===== config.mk =====
export PLATFORM = sky130hd
export DESIGN_NAME = lcd_bus_ctrl
export DESIGN_NICKNAME = d
export VERILOG_FILES = /design/src/rtl/lcd_bus_ctrl.sv
export SDC_FILE = /design/constraint.sdc
export NUM_CORES = 1
export LEC_CHECK = 0
export CORE_ASPECT_RATIO = 0.8
export CORE_UTILIZATION = 60
export CTS_BUF_LIST = sky130_fd_sc_hd__clkbuf_16
export CTS_CLUSTER_DIAMETER = 80
export CTS_CLUSTER_SIZE = 28
export DETAILED_ROUTE_END_ITERATION = 8
export GPL_ROUTABILITY_DRIVEN = 0
export HOLD_SLACK_MARGIN = 0.1
export PLACE_DENSITY_LB_ADDON = 0.05
export REMOVE_ABC_BUFFERS = 1
export SLEW_MARGIN = 20
export SYNTH_ARGS = -nofsm -noshare
export SYNTH_HDL_FRONTEND = slang
export SYNTH_SLANG_ARGS = --single-unit

===== constraint.sdc =====
create_clock -name clk -period 5.95 [get_ports clk]
set_input_delay 1.19 -clock clk [delete_from_list [all_inputs] [get_ports clk]]
set_output_delay 1.19 -clock clk [all_outputs]
set_load 0.05 [all_outputs]

===== src/rtl/lcd_bus_ctrl.sv =====
// lcd_bus_ctrl: queues dr/wr draw requests and replays them as timed RS/E/DB writes to an 8-bit LCD
// Define LCD_INIT_SEQ_EN to run the panel power-up init sequence after reset.
module lcd_bus_ctrl #(
    parameter int FIFO_DEPTH = 4,
    parameter int T_SETUP    = 2,
    parameter int T_EHIGH    = 10,
    parameter int T_HOLD     = 10,
    parameter int T_EXEC     = 1440,
    parameter int T_CLEAR    = 32000
) (
    input  logic       clk,
    input  logic       rst,
    input  logic       dr,
    input  logic [7:0] direc,
    input  logic       wr,
    input  logic [7:0] dbi,
    output logic       lcd_rs,
    output logic       lcd_rw,
    output logic       lcd_e,
    output logic [7:0] lcd_db,
    output logic       busy,
    output logic       done,
    output logic       ovf
);
    typedef enum logic [2:0] {IDLE, SETUP, EHI, HOLD, EXEC, PWR} state_t;
`ifdef LCD_INIT_SEQ_EN
    localparam int     T_PWR  = 800000;
    localparam state_t RST_ST = PWR;
`else
    localparam int     T_PWR  = 0;
    localparam state_t RST_ST = IDLE;
`endif
    localparam int AW   = $clog2(FIFO_DEPTH);
    localparam int TM0  = T_CLEAR > T_EXEC ? T_CLEAR : T_EXEC;
    localparam int TMAX = T_PWR > TM0 ? T_PWR : TM0;
    localparam int CW   = $clog2(TMAX + 1);
    localparam logic [CW-1:0] RST_CNT = CW'(T_PWR > 0 ? T_PWR - 1 : 0);

    state_t        state, nxt;
    logic [CW-1:0] cnt, cnt_n;
    logic          dr_q, wr_q, pend_v;
    logic [7:0]    pend_d;
    logic [8:0]    mem [FIFO_DEPTH];
    logic [AW:0]   wp, rp;
    logic          empty, full, dr_e, wr_e, push_v, pop, accept, load, last, is_clr;
    logic [8:0]    push_d, head;
    logic          init_pend, init_xfer;
    logic [7:0]    init_cmd;

    assign empty  = wp == rp;
    assign full   = (wp[AW] != rp[AW]) && (wp[AW-1:0] == rp[AW-1:0]);
    assign dr_e   = dr & ~dr_q;
    assign wr_e   = wr & ~wr_q;
    // a data edge coinciding with a command edge waits one cycle in pend_d
    assign push_v = pend_v | dr_e | wr_e;
    assign push_d = pend_v ? {1'b1, pend_d} : dr_e ? {1'b0, direc} : {1'b1, dbi};
    assign head   = mem[rp[AW-1:0]];
    assign pop    = state == IDLE && !empty && !init_pend;
    assign load   = state == IDLE && (pop || init_pend);
    assign accept = push_v && (!full || pop);
    assign last   = cnt == '0;
    assign is_clr = {lcd_rs, lcd_db} == 9'h001;

`ifdef LCD_INIT_SEQ_EN
    logic [2:0] init_idx;
    assign init_pend = init_idx != 3'd5;
    assign init_cmd  = init_idx == 3'd2 ? 8'h0C : init_idx == 3'd3 ? 8'h01 :
                       init_idx == 3'd4 ? 8'h06 : 8'h30;
    always_ff @(posedge clk) begin
        if (rst) begin
            init_idx  <= '0;
            init_xfer <= 1'b0;
        end else if (state == IDLE) begin
            init_xfer <= init_pend;
            if (init_pend) init_idx <= init_idx + 3'd1;
        end
    end
`else
    assign init_pend = 1'b0;
    assign init_cmd  = 8'h00;
    assign init_xfer = 1'b0;
`endif

    always_ff @(posedge clk) begin
        if (rst) begin
            state  <= RST_ST;
            cnt    <= RST_CNT;
            dr_q   <= dr;
            wr_q   <= wr;
            pend_v <= 1'b0;
            pend_d <= '0;
            wp     <= '0;
            rp     <= '0;
            ovf    <= 1'b0;
            busy   <= 1'b0;
            lcd_rs <= 1'b0;
            lcd_db <= '0;
        end else begin
            state  <= nxt;
            cnt    <= cnt_n;
            dr_q   <= dr;
            wr_q   <= wr;
            pend_v <= dr_e & wr_e;
            pend_d <= dbi;
            busy   <= state != IDLE || !empty || init_pend;
            ovf    <= ovf | (push_v & full & ~pop);
            if (accept) begin
                mem[wp[AW-1:0]] <= push_d;
                wp <= wp + (AW+1)'(1);
            end
            if (pop) rp <= rp + (AW+1)'(1);
            if (load) {lcd_rs, lcd_db} <= init_pend ? {1'b0, init_cmd} : head;
        end
    end

    always_comb begin
        nxt   = state;
        cnt_n = last ? '0 : cnt - CW'(1);
        case (state)
            IDLE:    if (load) begin nxt = SETUP; cnt_n = CW'(T_SETUP - 1); end
            SETUP:   if (last) begin nxt = EHI;   cnt_n = CW'(T_EHIGH - 1); end
            EHI:     if (last) begin nxt = HOLD;  cnt_n = CW'(T_HOLD - 1); end
            HOLD:    if (last) begin nxt = EXEC;  cnt_n = is_clr ? CW'(T_CLEAR - 1) : CW'(T_EXEC - 1); end
            default: if (last) nxt = IDLE;
        endcase
    end

    always_comb begin
        lcd_e  = state == EHI;
        lcd_rw = 1'b0;
        done   = state == EXEC && last && !init_xfer;
    end
endmodule

==> metrics.cfg <==
[routing]
dr_total_vias = 2269
antenna_left = 0
vias_per_cell = 5.45
routed_wl_mm = 6.49
wire_per_inst_microns = 15.6
drc = 0
drtIter0Drc = 176
dr.pass1.iters = 4

[synthesis]
synth_area_sq_um = 3500
synth_edf_count = 36
synth_seq_cells = 82
synth_most_common_cell = dfxtp_1
ys_seq_area_share_pct = 57.2
async_flop_share_pct = 0
netlist_instances = 302
yosys.area.top_type_share_pct = 30.9
synth_area_leaders = edfxtp_1 31%, dfxtp_1 26%, mux4_2 5.8%
synth_flop_cell = dfxtp_1
yosysWarningCount = 0
ys_types = 44
synth_commonest_cells = 46 x dfxtp_1, 36 x edfxtp_1, 33 x nor2_1, 28 x nand2_1, 17 x mux2i_1
synth.avg_cell_area_sq_um = 11.6
synth_area_leader_cell = edfxtp_1

[worst_setup_path]
crit_type = flip-flop to output port
cp_slowest_cell = clkdlybuf4s50_1
r2r_end = cnt[12]$_SDFF_PP0_
startpoint = cnt[7]$_SDFF_PP0_
r2r_cells = 5
critical_path.max_fanout = 7
r2r_start = rp[0]$_SDFFE_PP0N_
arrival_ps = 2830
path_buf_inv = 1
cp_slowest_stage_delay_ps = 790
crit_required_ps = 4760
cp_top_family = simple AND/OR/NAND/NOR gates
startpoint_type = flip-flop
endpoint = done
crit_chain = or3_4, nor4_4, and4_1, and3_1, clkdlybuf4s50_1
r2r_slack_ps = 3000
cp-end-kind = output port
path_depth = 5

[place]
port_buffers = 32
dp_hpwl_mm = 4.12
dp.cells = 400

[cells_and_area]
multi_input_area_sq_um = 1410
utilization_pct = 76.3
seq_area_sq_um = 2000
drive_gt1_share_pct = 11.2
antenna_cells = 0
final_cells = 416
area_growth_pct = 20.5
final_net_count = 360
fillers = 361

[global_route]
grt_max_degree = 37
grt_pass1_vias = 2172
grt_first_pass_wirelength_mm = 10.6
antenna_found_initial = 0
track_usage_pct = 23.7
grt_overflow = 0

[clock_network]
insertion_delay_ps = 330
cts-root-buf = clkbuf_16
cts_tree = done
path_clk_slew_ps = 60
post_cts_buffers = 0
clk_path_buf_depth = 2
holdBufCountCts = 0
htreeDepth = 3
clock-sinks = 82
cts_buffers = 9
cts_resized = 0

[floorplan]
core_area_sq_um = 5530
die_h_microns = 70.3
initial_utilization_pct = 63.3
dieWidth_microns = 87.4
fp.dieArea_sq_um = 6140
rows = 24
io_pins = 34

[sta]
tightestPinTransition_ps = 1100
timing.final.crit_period_ps = 4020
slew_headroom_pct = 26.7
post-route-period-util_pct = 67.6
finalSetupViolCount = 0
final_hold_viol_count = 0
fin_setup_tns_ps = 0
final.setup_skew_ps = 4.49
finalMaxSlewViolations = 0
fmax_mhz = 249
rsz0062_at_grt = false

[worst_hold_path]
hold_path.class = flip-flop to flip-flop

[power]
ir_drop_v = 0.000253
p_total_w = 0.00221
cellPowerDensity_nw_per_um2 = 524
leakage_nw = 1.50

[status]
status = completed

[run]
maxCapViolCount = 0

-- where the power goes --
group | switching (W) | internal, W
logic | 0.000472 | 0.000336
clock network | 0.000215 | 0.000408
registers | 0.0000977 | 0.000682
-- registers in the layout, indices dropped and copies added (netlist names) --
register	cells
wr_q	1
dr_q	1
cnt	15
pend_v	1
lcd_rs	1
wp	3
rp	3
pend_d	8
ovf	1
mem	36
state	3
busy	1
lcd_db	8
-- final cells by class --
class	count	share of cell area, %
flip-flops and latches	82	47.5
multi-input cells	199	33.4
repair buffers	35	8.13
clock buffers	9	5.34
clock inverters	7	2.79
well taps	78	2.31
inverters	6	0.534
-- cells by family (layout without fill, tap and decap cells) --
family	after synthesis	count (layout)	share of synthesized area (%)
simple gates	113	113	16.8
flops	82	82	57.2
compound gates	36	36	6.22
mux	26	26	10.7
buf+inv	21	57	2.50
xor+xnor	16	16	4.00
fa+ha+maj	7	7	2.50
other cells	1	1	0.107
-- worst min path at each step --
| stage | start | endpoint | cells past startpoint |
|---|---|---|---|
| after global placement | wr_q$_DFF_P_ | pend_v$_SDFF_PP0_ | 3 |
| after global routing | ovf$_SDFF_PP0_ | ovf$_SDFF_PP0_ | 2 |
| after CTS | wr_q$_DFF_P_ | pend_v$_SDFF_PP0_ | 3 |
| final | ovf$_SDFF_PP0_ | ovf$_SDFF_PP0_ | 2 |
| after detailed placement | ovf$_SDFF_PP0_ | ovf$_SDFF_PP0_ | 2 |
| after floorplan | cnt[13]$_SDFF_PP0_ | cnt[13]$_SDFF_PP0_ | 1 |
-- metal layers --
layer  wire, microns  up-vias  global-route usage, %
met5               0        -                      0
met4              69        0                   6.56
met2            2870       68                   35.8
met3             360        6                   6.74
met1            3190     1072                   33.5
li1                -     1123                      -
-- placed cells by master (no fill, tap or decap), types with 2 or more instances in the layout --
master | Yosys | routed
nor3b_1 | 2 | 2
nand2_1 | 28 | 28
buf_4 | 2 | 3
or3_1 | 4 | 4
edfxtp_1 | 36 | 36
xor2_1 | 6 | 6
a31oi_1 | 3 | 3
nor3_1 | 7 | 7
mux4_2 | 9 | 9
inv_1 | 6 | 6
nand2b_1 | 2 | 2
mux2i_1 | 17 | 17
or2_2 | 3 | 3
clkinvlp_4 | 0 | 3
clkbuf_16 | 0 | 9
nor2b_1 | 12 | 12
dfxtp_1 | 46 | 46
o21ai_0 | 10 | 10
ha_1 | 7 | 7
nand3_1 | 7 | 7
nor4_4 | 2 | 2
xnor2_1 | 10 | 10
bufinv_16 | 0 | 3
and2_1 | 5 | 5
nor2_1 | 33 | 33
clkdlybuf4s50_1 | 0 | 32
a21oi_1 | 14 | 14
-- metrics by stage --
step / setup slack [ps] / hold WS (ps) / cell area [sq um]
2_1_floorplan: 2850 / 449 / 3430
3_3_place_gp: 2380 / 469 / 3870
3_5_place_dp: 2360 / 461 / 3870
4_1_cts: 1940 / 483 / 4220
5_1_grt: 1800 / 522 / 4220
6_report: 1930 / 478 / 4220
-- worst register-to-register path, cell delays in order, from the launching register on --
cell,delay (ps)
dfxtp_1,820
xnor2_1,300
a31oi_2,940
nor2_1,190
a22oi_2,420
o22ai_1,150
No activity file was read; power rests on OpenSTA's default activity.
